[config.mk]
export PLATFORM = sky130hd
export DESIGN_NAME = output_arbiter
export DESIGN_NICKNAME = d
export VERILOG_FILES = /design/src/rtl/packet_pkg.sv /design/src/rtl/rr_pick.sv /design/src/rtl/output_arbiter.sv
export SDC_FILE = /design/constraint.sdc
export NUM_CORES = 1
export LEC_CHECK = 0
export BUFFER_PORTS_ARGS = -buffer_cell sky130_fd_sc_hd__buf_2
export CORE_AREA = 2 2 39 41
export CTS_CLUSTER_DIAMETER = 50
export CTS_CLUSTER_SIZE = 10
export DETAILED_ROUTE_END_ITERATION = 16
export DIE_AREA = 0 0 41 43
export PLACE_DENSITY = 0.82
export SKIP_CTS_REPAIR_TIMING = 1
export SLEW_MARGIN = 20
export SYNTH_ARGS = -nofsm -noshare
export SYNTH_HDL_FRONTEND = slang
export SYNTH_SLANG_ARGS = --single-unit
export TNS_END_PERCENT = 100
[constraint.sdc]
create_clock -name clk -period 3.8 [get_ports clk]
set_input_delay 0.76 -clock clk [delete_from_list [all_inputs] [get_ports clk]]
set_output_delay 0.76 -clock clk [all_outputs]
set_load 0.05 [all_outputs]
[src/rtl/packet_pkg.sv]
// Shared sizing constants and arbiter state encoding for the packet output path.
package packet_pkg;

    localparam int ADDR_WIDTH = 4;
    localparam int DATA_WIDTH = 32;
    localparam int STALL_MAX  = 16;

    typedef enum logic {
        IDLE = 1'b0,
        OWN  = 1'b1
    } state_t;

endpackage

[src/rtl/rr_pick.sv]
// Combinational round-robin search: first set req bit starting at ptr+1, wrapping.
module rr_pick #(
    parameter int N = 4,
    parameter int W = 2
) (
    input  logic [N-1:0] req,
    input  logic [W-1:0] ptr,
    output logic [W-1:0] idx,
    output logic         any
);

    // Walk offsets from farthest to nearest so the nearest requester wins.
    always_comb begin
        idx = ptr;
        any = 1'b0;
        for (int k = N; k >= 1; k--) begin
            if (req[(int'(ptr) + k) % N]) begin
                idx = W'((int'(ptr) + k) % N);
                any = 1'b1;
            end
        end
    end

endmodule

[src/rtl/output_arbiter.sv]
// Packet-level round-robin arbiter for one output: holds a port until eop or stall timeout.
module output_arbiter #(
    parameter int ADDR_WIDTH = packet_pkg::ADDR_WIDTH,
    parameter int STALL_MAX  = packet_pkg::STALL_MAX,
    localparam int SEL_W     = (ADDR_WIDTH > 1) ? $clog2(ADDR_WIDTH) : 1,
    localparam int CNT_W     = $clog2(STALL_MAX + 1)
) (
    input  logic                  clk,
    input  logic                  rst,
    input  logic [ADDR_WIDTH-1:0] req,
    input  logic [ADDR_WIDTH-1:0] eop,
    output logic [SEL_W-1:0]      mux_sel,
    output logic                  arb_active,
    output logic [ADDR_WIDTH-1:0] grant,
    output logic                  pkt_done,
    output logic                  stall_abort
);

    import packet_pkg::*;

    state_t           state_reg, state_next;
    logic [SEL_W-1:0] ptr_reg, ptr_next;
    logic [SEL_W-1:0] mux_sel_next;
    logic [CNT_W-1:0] stall_cnt_reg, stall_cnt_next;
    logic [SEL_W-1:0] pick_idx;
    logic             pick_any;
    logic             beat;

    rr_pick #(
        .N (ADDR_WIDTH),
        .W (SEL_W)
    ) u_rr_pick (
        .req (req),
        .ptr (ptr_reg),
        .idx (pick_idx),
        .any (pick_any)
    );

    assign beat = (state_reg == OWN) && req[mux_sel];

    genvar gi;
    generate
        for (gi = 0; gi < ADDR_WIDTH; gi++) begin : g_grant
            assign grant[gi] = beat && (mux_sel == SEL_W'(gi));
        end
    endgenerate

    always_ff @(posedge clk or posedge rst) begin
        if (rst) begin
            state_reg     <= IDLE;
            ptr_reg       <= SEL_W'(ADDR_WIDTH - 1);
            mux_sel       <= '0;
            stall_cnt_reg <= '0;
            arb_active    <= 1'b0;
        end else begin
            state_reg     <= state_next;
            ptr_reg       <= ptr_next;
            mux_sel       <= mux_sel_next;
            stall_cnt_reg <= stall_cnt_next;
            arb_active    <= (state_next == OWN);
        end
    end

    always_comb begin
        state_next     = state_reg;
        ptr_next       = ptr_reg;
        mux_sel_next   = mux_sel;
        stall_cnt_next = stall_cnt_reg;
        pkt_done       = 1'b0;
        stall_abort    = 1'b0;
        case (state_reg)
            IDLE: begin
                if (pick_any) begin
                    state_next     = OWN;
                    mux_sel_next   = pick_idx;
                    stall_cnt_next = '0;
                end
            end
            OWN: begin
                if (beat) begin
                    stall_cnt_next = '0;
                    if (eop[mux_sel]) begin
                        pkt_done   = 1'b1;
                        ptr_next   = mux_sel;
                        state_next = IDLE;
                    end
                end else if (stall_cnt_reg == CNT_W'(STALL_MAX - 1)) begin
                    // Owner went silent too long: release so others are not starved.
                    stall_abort    = 1'b1;
                    ptr_next       = mux_sel;
                    stall_cnt_next = '0;
                    state_next     = IDLE;
                end else begin
                    stall_cnt_next = stall_cnt_reg + 1'b1;
                end
            end
            default: state_next = IDLE;
        endcase
    end

endmodule

# Yosys cells after proc, flatten, opt, wreduce, memory -nomap -nowiden
# Cells that the tools add are included.
# Widths: inputs -> output; s select.
[word_totals] register_bits=10 inputBits=10 out_inout_bits=9 elab_cells=80
[op_classes] addsub=5 order_cmp=5 n_eq_ne=6 n_mux=42 bitwise_logic=5 n_reduce_logical=13
[op_table] cell="$mux 1" n=24
[op_table] cell="$lt 3x4->1 const B" n=4
[op_table] cell="$mux 5" n=3
[op_table] cell="$mux 2" n=7
[op_table] cell="$bmux 1 s2" n=6
[op_table] cell="$pmux 5 s2" n=1
[op_table] cell="$reduce_or 2->1" n=4
[op_table] cell="$add 5x1->5 const B" n=1
[op_table] cell="$eq 5x4->1 const B" n=1
[op_table] cell="$logic_and 1x1->1" n=5
[op_table] cell="$add 2x1->2 const B" n=2
[op_table] cell="$add 2x2->2 const B" n=2
[op_table] cell="$and 1x1->1 const A" n=4
[op_table] cell="$eq 2x2->1 const B" n=2
[op_table] cell="$lt 2x3->1 const B" n=1
[op_table] cell="$reduce_and 3->1" n=1
[op_table] cell="$eq 2x1->1 const B" n=1
[op_table] cell="$logic_not 2->1" n=1
[op_table] cell="$ne 2x1->1 const B" n=1
[op_table] cell="$ne 2x2->1 const B" n=1
[op_table] cell="$pmux 1 s2" n=1
[op_table] cell="$reduce_and 2->1" n=1
[op_table] cell="$reduce_bool 2->1" n=1
[op_table] cell="$not 1->1" n=1

# Depth between registers and ports, before layout
# Gate-level depths: netlist (run 1).
[depth] depth_word=12 mapped_depth=5 depth_no_buf=5

# Hierarchy
# A second synthesis (run 1) with hierarchy kept.
[hier_totals] hier_cells=71 hier_area_um2=693.2
[by_module_without_submodules] mod="output_arbiter" instances=1 cells_each=57 area_each_um2=610.6 seq_area_each_um2=252.7
[by_module_without_submodules] mod="rr_pick" instances=1 cells_each=14 area_each_um2=82.6 seq_area_each_um2=0.0

# Worst setup path after synthesis (run 1)
# Ideal clock, no wire load.
[synth_timing] kind="register -> output" start="register mux_sel[0]" end="output stall_abort" arrival_time_ns=2.538 t_required_ns=3.040 slack_ns=0.502 path_stages_with_launch=4 n_path_buf=1 path_cell_list="dfrtp_1 buf_6 mux4_2 nor3b_1"
[synth_between] elab_chain_cells=5
[synth_rtl] item="start: declaration" line_no="output_arbiter.sv:12" text="output logic [SEL_W-1:0] mux_sel,"
[synth_rtl] item="start signal: assignment" line_no="output_arbiter.sv:58" text="mux_sel <= mux_sel_next;"
[synth_rtl] item="$bmux 1 s2" line_no="output_arbiter.sv:39" text="assign beat = (state_reg == OWN) && req[mux_sel];"
[synth_rtl] item="$mux 1 (implied by the code)" line_no="output_arbiter.sv:39"
[synth_rtl] item="$logic_and 1x1->1" line_no="output_arbiter.sv:39"
[synth_rtl] item="$mux 1" line_no="output_arbiter.sv:80" text="if (beat) begin"
[synth_rtl] item="$mux 1" line_no="output_arbiter.sv:71" text="case (state_reg)"
[synth_rtl] item="end: declaration" line_no="output_arbiter.sv:16" text="output logic stall_abort"
# No other way between the ends. The select of a mux whose other input is x is not followed.

# Final worst setup path (run 1)
[layout_timing] start="input req[3]" end="output stall_abort"
[layout_between] elab_chain_cells=5
[layout_rtl] item="start: declaration" line_no="output_arbiter.sv:10" text="input logic [ADDR_WIDTH-1:0] req,"
[layout_rtl] item="$bmux 1 s2" line_no="output_arbiter.sv:39"
[layout_rtl] item="$mux 1 (implied by the code)" line_no="output_arbiter.sv:39"
[layout_rtl] item="$logic_and 1x1->1" line_no="output_arbiter.sv:39"
[layout_rtl] item="$mux 1" line_no="output_arbiter.sv:80"
[layout_rtl] item="$mux 1" line_no="output_arbiter.sv:71"
# No other way between the ends. The select of a mux whose other input is x is not followed.

==> qor.tcl, run 1 <==
set qor(final_total_negative_setup_slack_ns) 0
set qor(final_layout_size_suffix_gt1_share_pct) 42.17
set qor(drv.max_cap_violation_count) 0
set qor(worst_ep_required_time_ns) 3.04
set qor(syn_area_per_cell_um2) 10.17
set qor(worst_pin_slew_ns) 0.3660
set qor(worstSkewPairLatency_ns) 0.26
set qor(setup.worst_path.end_class) {primary output}
set qor(die_height_um) 43
set qor(grt_max_degree) 12
set qor(grt_antenna_before_repair) 0
set qor(ys.warnings.count) 0
set qor(yosys.area_share.simple_pct) 25.20
set qor(aggregate_routed_wire_length_um) 1150
set qor(netlist_area_pre_place_um2) 640.6
set qor(final-max-slew-violation-count) 0
set qor(detail_route.vias_per_cell) 5.364
set qor(grtUsageTotal_pct) 14.34
set qor(place_congestion) 0.8173
set qor(synthAdderAreaFrac_pct) 1.953
set qor(dieWidth_um) 41
set qor(timing.hold.ws_ns) 0.4576
set qor(drtIter0Drc) 6
set qor(clock-skew-final_ns) 0.001598
set qor(layout.cells.most_common) {sky130_fd_sc_hd__buf_2}
set qor(finalInstanceArea_um2) 772.0
set qor(final_number_of_hold_violating_endpoints) 0
set qor(layout_worst_path_cycle_share_pct) 70.45
set qor(die_area_um2) 1763
set qor(setup_violations) 0
set qor(timing.fmax_mhz) 373.5
set qor(synth_enable_flop_cells) 0
set qor(portBuffers) 18
set qor(yosysTopAreaCell) {sky130_fd_sc_hd__dfrtp_1}
set qor(first_pass_grt_wire_length_um) 1718
set qor(placement.cell_area_um2) 735.7
set qor(max_slew_margin_pct) 75.57
set qor(synth_area_leaders) {sky130_fd_sc_hd__dfrtp_1 (31%), sky130_fd_sc_hd__dfstp_2 (8.2%), sky130_fd_sc_hd__mux4_2 (7.0%), sky130_fd_sc_hd__and4b_2 (3.5%), sky130_fd_sc_hd__mux2_1 (3.5%)}
set qor(ys_seq_area_share_pct) 39.45
set qor(grt.met2_usage_pct) 19.38
set qor(syn_to_final_growth_pct) 20.51
set qor(layout_common_cells) {sky130_fd_sc_hd__buf_2 (18), sky130_fd_sc_hd__dfrtp_1 (8), sky130_fd_sc_hd__inv_1 (5)}
set qor(clock-root-buffer) {sky130_fd_sc_hd__clkbuf_4}
set qor(min-delay-path-class) {in2async}
set qor(rsz0062_at_grt) {false}
set qor(ys_seq_elements) 10
set qor(globalRoute.busiestLayer) {met1}
set qor(dominantRegCellSynth) {sky130_fd_sc_hd__dfrtp_1}
set qor(insertedDiodeCount) 0
set qor(synth_unique_cells) 34
set qor(cts_htree_levels) 1
set qor(ioPinCount) 19
set qor(cts_sinks) 10
set qor(design.core.area_um2) 1384
set qor(detail_route.first_pass.iterations) 4
set qor(critical_path_class) {in2out}
set qor(synthArstFlopShare_pct) 100.0
set qor(route.vias.total) 531
set qor(initial_core_util_pct) 46.29
set qor(antenna_violating_nets_post_route) 0
set qor(outcome) {finished clean}
set qor(synth_xor_xnor_area_share_pct) 1.367
set qor(dominant_combinational_cell_family_by_area_after_synthesis) {simple AND/OR/NAND/NOR gates}
set qor(pwr_density_cell_nw_per_um2) 833.1
set qor(final_critical_path_required_period_ns) 2.677
set qor(max-vdd-ir-drop_mv) 0.3883
set qor(synth.area.mux_share_pct) 13.87
set qor(grt_met3_use_pct) 1.571
set qor(hpwl_um) 909.1
set qor(synthesis.instances) 63
set qor(path_clk_slew_ns) 0.07
set qor(via_count_of_the_first_global_routing_pass) 432
set qor(cts_tree) {done}
set qor(critPathLaunchType) {input port}
set qor(globalRoute.totalOverflow) 0
set qor(grt_util_met1_pct) 21.48
set qor(largest_register_ffs) 5
set qor(path_max_fanout) 7
set qor(row_count) 14
set qor(mappedNetlistNets) 74
set qor(drc) 0
set qor(tritoncts_buffers) 3
set qor(synthesized_area_fraction_occupied_by_ao_oa_aoi_and_oai_cells_pct) 12.89
set qor(p_leak_uw) 0.0003634
set qor(synth_top_area_share_pct) 31.25
set qor(critical_path_arrival_ns) 1.92
set qor(final_nets) 95
set qor(clockBufferDepth) 2
set qor(wl_per_cell_um) 11.62
routing by layer:
metal  vias up  part of all wire (%)
met5         -                     0
met4         0                     0
met3         0                   4.3
met2        15                    47
met1       239                    48
li1        277                     -
synthesized netlist by cell type, drive strengths merged (2+ instances only):
library cell / n
dfstp: 2
dfrtp: 8
mux2: 3
nor2b: 2
a31oi: 3
nor2: 3
nand2: 4
a21oi: 4
and4b: 2
nand3: 3
o21ai: 3
and2: 2
inv: 5
mux4: 2
per-stage QoR:
step	worst slack [ns]	power (uW)	cells	util [%]
2_1_floorplan	0.5015	495.8	63	-
4_1_cts	1.125	649.6	99	55.79
5_1_grt	1.039	691.2	99	55.79
3_3_place_gp	1.149	545.8	95	53.16
6_report	1.123	643.1	99	55.79
3_5_place_dp	1.129	554.0	95	53.16
report_power, final:
group / leakage (uW) / total [uW] / internal [uW] / switching [uW]
sequential: 0.000121 / 222 / 156 / 66.0
clock: 0.0000210 / 93.6 / 58.1 / 35.5
combinational: 0.000222 / 328 / 133 / 195
critical path, cell delays in order:
cell and delay (ns):
sky130_fd_sc_hd__buf_2 0.13, sky130_fd_sc_hd__mux4_2 0.52, sky130_fd_sc_hd__nor3b_1 0.21, sky130_fd_sc_hd__buf_2 0.29
path summary, 6_finish.rpt:
check / startpoint / to / slack, ns / cells past startpoint
max in group asynchronous: rst / ptr_reg[1] / 3.04 / 2
hold / removal: rst / stall_cnt_reg[4] / 0.46 / 2
hold reg to reg: stall_cnt_reg[4] / stall_cnt_reg[4] / 0.52 / 1
setup / recovery: req[3] / stall_abort / 1.12 / 4
min in group clk: stall_cnt_reg[4] / stall_cnt_reg[4] / 0.52 / 1
setup reg to reg: mux_sel[0] / ptr_reg[1] / 1.94 / 4
final cells by class:
cell class                      instances  area (um2)
Clock buffer                            4       36.28
Inverter                                5       18.77
Fill cell                             124       611.8
Multi-Input combinational cell         46       354.1
Timing Repair Buffer                   18       90.09
Sequential cell                        10       252.7
Tap cell                               16       20.02
cells by family (layout without fill, tap and decap cells):
| group | count (synthesis) | count (layout) |
|---|---|---|
| AOI/OAI and AO/OA | 13 | 13 |
| xor gates and xnor gates | 1 | 1 |
| adders and majority gates | 1 | 1 |
| buffers and inverters | 7 | 27 |
| DFF | 10 | 10 |
| muxes | 6 | 6 |
| and+or+nand+nor | 25 | 25 |
Power figures use the tool's default switching activity.
==> run 2, diff against run 1 <==
Settings changed: ABC_AREA set to 1, CORE_AREA 2 2 39 41 to unset, CORE_MARGIN set to 2, CORE_UTILIZATION set to 46, DIE_AREA 0 0 41 43 to unset, PLACE_DENSITY 0.82 to 0.8.
Clock period 3.8 ns to 2.4 ns, I/O delays scaled along.
==> run 2 against run 1 <==
Setup slack lost 0.92 ns; via count rose by 51%; non-clock buffer count unchanged; critical path type is now reg2out; die area increased by 17%; core utilization up 3.7 points; register-to-register slack worse by 1.2 ns.
==> qor.tcl, run 2 <==
set qor(layout.cells.most_common) {sky130_fd_sc_hd__nand2_1} ;# was sky130_fd_sc_hd__buf_2
set qor(worst_pin_slew_ns) 0.3688 ;# was 0.3660 ns
set qor(detail_route.first_pass.iterations) 4 ;# unchanged
set qor(setup.worst_path.end_class) {primary output} ;# unchanged
set qor(worstSkewPairLatency_ns) 0.27 ;# was 0.26 ns
set qor(grt_max_degree) 12 ;# unchanged
set qor(layout_common_cells) {sky130_fd_sc_hd__nand2_1 (46), sky130_fd_sc_hd__inv_1 (19), sky130_fd_sc_hd__buf_2 (18)} ;# was sky130_fd_sc_hd__buf_2 (18), sky130_fd_sc_hd__dfrtp_1 (8), sky130_fd_sc_hd__inv_1 (5)
set qor(die_height_um) 45.40 ;# was 43 um
set qor(clock-skew-final_ns) 0.002105 ;# was 0.001598 ns
set qor(syn_area_per_cell_um2) 6.461 ;# was 10.17 um2
set qor(ioPinCount) 19 ;# unchanged
set qor(logic_depth_of_the_worst_register_to_register_path) 8 ;# was 4
set qor(dominantRegCellSynth) {sky130_fd_sc_hd__dfrtp_1} ;# unchanged
set qor(clockBufferDepth) 2 ;# unchanged
set qor(worstReg2RegEnd) {stall_cnt_reg[0]} ;# was ptr_reg[1]
set qor(maxUsedRoutingLayer) {met4} ;# was met3
set qor(path_max_fanout) 11 ;# was 7
set qor(die_area_um2) 2061 ;# was 1763 um2
set qor(synth.most_common_cell) {sky130_fd_sc_hd__nand2_1} ;# was sky130_fd_sc_hd__dfrtp_1
set qor(worst-r2r-setup-slack_ns) 0.75 ;# was 1.94 ns
set qor(drc) 0 ;# unchanged
set qor(netlist_area_pre_place_um2) 788.3 ;# was 640.6 um2
set qor(hpwl_um) 1445 ;# was 909.1 um
set qor(place_congestion) 0.8103 ;# was 0.8173
set qor(cell_breakdown_of_the_critical_path) {inv_2 > nand3_1 > nand2_2 > a21oi_4 > nor2_2 > inv_1 > nor3_2 > buf_2} ;# was buf_2 > mux4_2 > nor3b_1 > buf_2
set qor(tritoncts_buffers) 3 ;# unchanged
set qor(drtIter0Drc) 18 ;# was 6
set qor(critical_path_arrival_ns) 1.72 ;# was 1.92 ns
set qor(final_layout_size_suffix_gt1_share_pct) 27.46 ;# was 42.17%
set qor(ys_seq_area_share_pct) 32.06 ;# was 39.45%
set qor(layout_worst_path_cycle_share_pct) 91.54
set qor(pwr_density_cell_nw_per_um2) 1347 ;# was 833.1 nW/um2
set qor(critical_path_class) {reg2out} ;# was in2out
set qor(max_slew_margin_pct) 75.39 ;# was 75.57%
set qor(syn_to_final_growth_pct) 17.62 ;# was 20.51%
set qor(final_number_of_hold_violating_endpoints) 0 ;# unchanged
set qor(worst_ep_required_time_ns) 1.92 ;# was 3.04 ns
set qor(ys.warnings.count) 0 ;# unchanged
set qor(insertedDiodeCount) 0 ;# unchanged
set qor(timing.fmax_mhz) 455.2
set qor(grtUsageTotal_pct) 18.79 ;# was 14.34%
set qor(yosysTopAreaCell) {sky130_fd_sc_hd__dfrtp_1} ;# unchanged
set qor(path_clk_slew_ns) 0.07 ;# about the same
set qor(most_numerous_cell_types_in_the_synthesized_netlist) {sky130_fd_sc_hd__nand2_1 (46), sky130_fd_sc_hd__inv_1 (19), sky130_fd_sc_hd__nand3_1 (14), sky130_fd_sc_hd__dfrtp_1 (8)} ;# was sky130_fd_sc_hd__dfrtp_1 (8), sky130_fd_sc_hd__inv_1 (5), sky130_fd_sc_hd__a21oi_1 (4), sky130_fd_sc_hd__nand2_1 (4)
set qor(final_critical_path_required_period_ns) 2.197
set qor(dr_wl_met3_um) 38 ;# was 50 um
set qor(dr_wl_met2_um) 930 ;# was 542 um
set qor(globalRoute.totalOverflow) 0 ;# unchanged
set qor(outcome) {finished clean} ;# unchanged
set qor(min-delay-path-class) {in2async} ;# unchanged
set qor(synth_enable_flop_cells) 0 ;# unchanged
set qor(clock-root-buffer) {sky130_fd_sc_hd__clkbuf_4} ;# unchanged
set qor(route.vias.total) 802 ;# was 531
set qor(grt_antenna_before_repair) 0 ;# unchanged
set qor(cts_tree) {done} ;# unchanged
set qor(wl_per_cell_um) 10.80 ;# was 11.62 um
set qor(setup_violations) 0 ;# unchanged
set qor(worstReg2RegStart) {ptr_reg[0]} ;# was mux_sel[0]
set qor(synth_area_leaders) {sky130_fd_sc_hd__dfrtp_1 (25%), sky130_fd_sc_hd__nand2_1 (22%), sky130_fd_sc_hd__inv_1 (9.0%), sky130_fd_sc_hd__nand3_1 (8.9%), sky130_fd_sc_hd__dfstp_2 (6.7%)} ;# was sky130_fd_sc_hd__dfrtp_1 (31%), sky130_fd_sc_hd__dfstp_2 (8.2%), sky130_fd_sc_hd__mux4_2 (7.0%), sky130_fd_sc_hd__and4b_2 (3.5%), sky130_fd_sc_hd__mux2_1 (3.5%)
set qor(critPathLaunchType) {register} ;# was input port
set qor(first_pass_grt_wire_length_um) 2808 ;# was 1718 um
set qor(drv.max_cap_violation_count) 0 ;# unchanged
set qor(rsz0062_at_grt) {false} ;# unchanged
set qor(row_count) 14 ;# unchanged
set qor(largest_register_ffs) 5 ;# unchanged
set qor(synthesis.instances) 122 ;# was 63
set qor(placed_cell_count) 154 ;# was 95
set qor(dieWidth_um) 45.40 ;# was 41 um
set qor(cts_sinks) 10 ;# unchanged
set qor(detail_route.vias_per_cell) 5.076 ;# was 5.364
set qor(portBuffers) 18 ;# unchanged
set qor(cts_htree_levels) 1 ;# unchanged
set qor(synth_top_area_share_pct) 25.40 ;# was 31.25%
set qor(fin_cells) 158 ;# was 99
set qor(mappedNetlistNets) 133 ;# was 74
set qor(critical_path.max_stage_delay_ns) 0.49 ;# was 0.52 ns
set qor(ys_seq_elements) 10 ;# unchanged
set qor(design.core.area_um2) 1559 ;# was 1384 um2
set qor(max-vdd-ir-drop_mv) 0.5847 ;# was 0.3883 mV
set qor(final_nets) 154 ;# was 95
set qor(via_count_of_the_first_global_routing_pass) 697 ;# was 432
set qor(final_total_negative_setup_slack_ns) 0 ;# unchanged
set qor(aggregate_routed_wire_length_um) 1706 ;# was 1150 um
set qor(antenna_violating_nets_post_route) 0 ;# unchanged
set qor(synth_unique_cells) 24 ;# was 34
set qor(final-max-slew-violation-count) 0 ;# unchanged
set qor(synthArstFlopShare_pct) 100.0 ;# unchanged
set qor(timing.critical_path.slowest_stage_cell) {sky130_fd_sc_hd__dfrtp_2} ;# was sky130_fd_sc_hd__mux4_2
set qor(initial_core_util_pct) 50.56 ;# was 46.29%
set qor(p_leak_uw) 0.0005583 ;# was 0.0003634 uW
set qor(wl_met1_um) 711 ;# was 557 um
run 2: critical path, delay by kind of cell (launching register included):
kind | cells | cell delay [ns]
DFF | 1 | 0.49
and+or+nand+nor | 4 | 0.43
buffers and inverters | 3 | 0.49
AOI/OAI and AO/OA | 1 | 0.05
run 2: how the worst max path moves through the flow:
stage / startpoint / to / depth (start not counted)
2_1_floorplan: mux_sel[0] / grant[2] / 7
3_3_place_gp: req[0] / grant[2] / 8
3_5_place_dp: req[0] / grant[2] / 8
4_1_cts: mux_sel[0] / grant[2] / 7
5_1_grt: mux_sel[0] / grant[2] / 8
6_report: mux_sel[0] / grant[2] / 8
run 2: through the flow:
step	hold slack, ns	util [%]	power [uW]	instance area [um2]	worst slack (ns)
after detailed placement	0.4709	57.06	1099	889.6	0.4240
after CTS	0.1787	59.39	1257	925.9	0.1221
after global placement	0.4610	57.06	1077	889.6	0.4480
after global routing	0.1952	59.47	1357	927.1	0.05640
after floorplan	0.3187	-	960.8	795.8	0.008217
final	0.1698	59.47	1249	927.1	0.2030
run 2: cell type report:
class                   count  area (um2)
repair buffers             18       90.09
fillers                   146       631.9
inverters                  21       78.83
clock buffers               4       36.28
well taps                  16       20.02
flip-flops and latches     10       254.0
multi-input cells          89       447.9
run 2: layer usage:
layer	global-route usage, %	up-vias
met5	0	-
li1	-	421
met2	35.49	12
met3	2.778	3
met4	7.059	0
met1	20.71	366
run 2: power breakdown:
group	leakage (uW)	switching, uW	internal, uW
Clock	0.0000210	60.4	92.2
Combinational	0.000415	536	218
Sequential	0.000122	103	238
Total	0.000558	700	549
run 2: cells by family (layout without fill, tap and decap cells):
group	after synthesis	in the layout	synth area share, %
buffers and inverters	23	43	12.06
AO/OA/AOI/OAI	8	8	7.619
flip-flops	10	10	32.06
XOR/XNOR	2	2	2.223
AND/OR/NAND/NOR	78	78	44.44
adder cells (fa/ha/maj)	1	1	1.587
==> run 3, diff against run 2 <==
Settings changed: CELL_PAD_IN_SITES_DETAIL_PLACEMENT set to 1, CELL_PAD_IN_SITES_GLOBAL_PLACEMENT set to 1, CORE_UTILIZATION 46 to 32, HOLD_SLACK_MARGIN set to 0.06.
==> run 3 against run 2 <==
Maximum frequency fell by 2.2%; sequential power rose by 1%; cell area rose by 1.6%; flip-flop and latch count did not move; worst hold slack improved by 0.0048 ns; critical path type unchanged; clock-buffer cell count did not move; core utilization fell by 18 points; sequential share of layout area fell by 0.44 points; non-clock buffer count did not move.
==> qor.tcl, run 3 (same netlist as run 2, synthesis figures left out) <==
set qor(place_congestion) 0.7444 ;# was 0.8103
set qor(drc) 0 ;# unchanged
set qor(rsz0062_at_grt) {false} ;# unchanged
set qor(detail_route.first_pass.iterations) 4 ;# unchanged
set qor(worstSkewPairLatency_ns) 0.27 ;# about the same
set qor(critical_path_arrival_ns) 1.77 ;# was 1.72 ns
set qor(max-vdd-ir-drop_mv) 0.5299 ;# was 0.5847 mV
set qor(clock-skew-final_ns) 0.007905 ;# was 0.002105 ns
set qor(max_slew_margin_pct) 73.56 ;# was 75.39%
set qor(detail_route.vias_per_cell) 4.918 ;# was 5.076
set qor(cts_sinks) 10 ;# unchanged
set qor(worst_ep_required_time_ns) 1.92 ;# about the same
set qor(via_count_of_the_first_global_routing_pass) 842 ;# was 697
set qor(worst_pin_slew_ns) 0.3961 ;# was 0.3688 ns
set qor(timing.fmax_mhz) 445.0 ;# was 455.2 MHz
set qor(die_height_um) 53.63 ;# was 45.40 um
set qor(drv.max_cap_violation_count) 0 ;# unchanged
set qor(setup.worst_path.end_class) {primary output} ;# unchanged
set qor(insertedDiodeCount) 0 ;# unchanged
set qor(die_area_um2) 2876 ;# was 2061 um2
set qor(clock-root-buffer) {sky130_fd_sc_hd__clkbuf_4} ;# unchanged
set qor(tritoncts_buffers) 3 ;# unchanged
set qor(portBuffers) 18 ;# unchanged
set qor(dieWidth_um) 53.63 ;# was 45.40 um
set qor(setup_violations) 0 ;# unchanged
set qor(antenna_violating_nets_post_route) 0 ;# unchanged
set qor(preCtsSetupSlack_ns) 0.3523 ;# was 0.4240 ns
set qor(layout_common_cells) {sky130_fd_sc_hd__nand2_1 (46), sky130_fd_sc_hd__inv_1 (19), sky130_fd_sc_hd__buf_2 (18)} ;# unchanged
set qor(layout_worst_path_cycle_share_pct) 93.62 ;# was 91.54%
set qor(placement.cell_area_um2) 904.6 ;# was 889.6 um2
set qor(design.core.area_um2) 2276 ;# was 1559 um2
set qor(cts_tree) {done} ;# unchanged
set qor(clockBufferDepth) 2 ;# unchanged
set qor(path_clk_slew_ns) 0.08 ;# was 0.07 ns
set qor(path_max_fanout) 11 ;# unchanged
set qor(critical_path_class) {reg2out} ;# unchanged
set qor(timing.critical_path.slowest_stage_cell) {sky130_fd_sc_hd__dfrtp_2} ;# unchanged
set qor(finalInstanceArea_um2) 942.2 ;# was 927.1 um2
set qor(aggregate_routed_wire_length_um) 2283 ;# was 1706 um
set qor(p_leak_uw) 0.0005583 ;# unchanged
set qor(min-delay-path-class) {in2async} ;# unchanged
set qor(final-max-slew-violation-count) 0 ;# unchanged
set qor(critPathLaunchType) {register} ;# unchanged
set qor(row_count) 17 ;# was 14
set qor(first_pass_grt_wire_length_um) 3781 ;# was 2808 um
set qor(hpwl_um) 1846 ;# was 1445 um
set qor(largest_register_ffs) 5 ;# unchanged
set qor(final_nets) 154 ;# unchanged
set qor(route.vias.total) 836 ;# was 802
set qor(final_total_negative_setup_slack_ns) 0 ;# unchanged
set qor(ioPinCount) 19 ;# unchanged
set qor(grt_antenna_before_repair) 0 ;# unchanged
set qor(globalRoute.totalOverflow) 0 ;# unchanged
set qor(layout.core_utilization_pct) 41.40 ;# was 59.47%
set qor(grt_max_degree) 12 ;# unchanged
set qor(fill_cells) 320 ;# was 146
set qor(cell_breakdown_of_the_critical_path) {inv_2 > nand3_1 > nand2_2 > a21oi_4 > nor2_2 > inv_1 > nor3_2 > buf_2} ;# unchanged
set qor(grtUsageTotal_pct) 18.16 ;# was 18.79%
set qor(critical_path.max_stage_delay_ns) 0.49 ;# about the same
set qor(final_critical_path_required_period_ns) 2.247 ;# was 2.197 ns
set qor(wl_per_cell_um) 13.43 ;# was 10.80 um
set qor(layout.cells.most_common) {sky130_fd_sc_hd__nand2_1} ;# unchanged
set qor(outcome) {finished clean} ;# unchanged
set qor(worst_slack_ns) 0.1531 ;# was 0.2030 ns
set qor(initial_core_util_pct) 34.63 ;# was 50.56%
set qor(final_number_of_hold_violating_endpoints) 0 ;# unchanged
set qor(syn_to_final_growth_pct) 19.52 ;# was 17.62%
set qor(drtIter0Drc) 18 ;# unchanged
set qor(final_layout_size_suffix_gt1_share_pct) 27.46 ;# unchanged
set qor(cts_htree_levels) 1 ;# unchanged
set qor(pwr_density_cell_nw_per_um2) 1363 ;# was 1347 nW/um2
-- run 3: final timing paths --
kind,start,end,slack [ns],cells past startpoint
max,mux_sel[0],grant[2],0.15,8
min,rst,stall_cnt_reg[2],0.17,2
max reg2reg,ptr_reg[0],stall_cnt_reg[0],0.68,8
min reg2reg,stall_cnt_reg[4],stall_cnt_reg[4],0.52,2
max in group asynchronous,rst,ptr_reg[0],1.91,2
min in group clk,stall_cnt_reg[4],stall_cnt_reg[4],0.52,2
-- run 3: metal layers --
layer  global-route usage, %  part of all wire [%]
met1                   23.08                    46
met2                   32.51                    51
met3                   5.000                   2.8
met4                       0                     0
met5                       0                     0
-- run 3: worst max-delay path, delay by kind of cell, from the launching register on --
kind                   cells  cell delay (ns)
AOI/OAI and AO/OA          1             0.05
buffers and inverters      3             0.49
DFF                        1             0.49
and+or+nand+nor            4             0.46
-- run 3: layout make-up --
cell class              count  area (um2)  share of cell area (%)
multi-input cells          89       447.9                   47.54
flip-flops and latches     10       254.0                   26.96
repair buffers             18       90.09                   9.562
inverters                  21       78.83                   8.367
clock buffers               4       36.28                   3.851
well taps                  28       35.03                   3.718
-- run 3: through the flow --
stage,total power (uW),hold slack (ns),instances
2_1_floorplan,960.8,0.3187,122
3_3_place_gp,1097,0.4678,166
3_5_place_dp,1131,0.4791,166
4_1_cts,1297,0.1808,170
5_1_grt,1396,0.2273,170
6_report,1284,0.1747,170
-- run 3: where the power goes --
part	total (uW)	switching, uW	internal, uW
clock	156	63.4	92.2
combinational	781	562	219
sequential	347	109	238
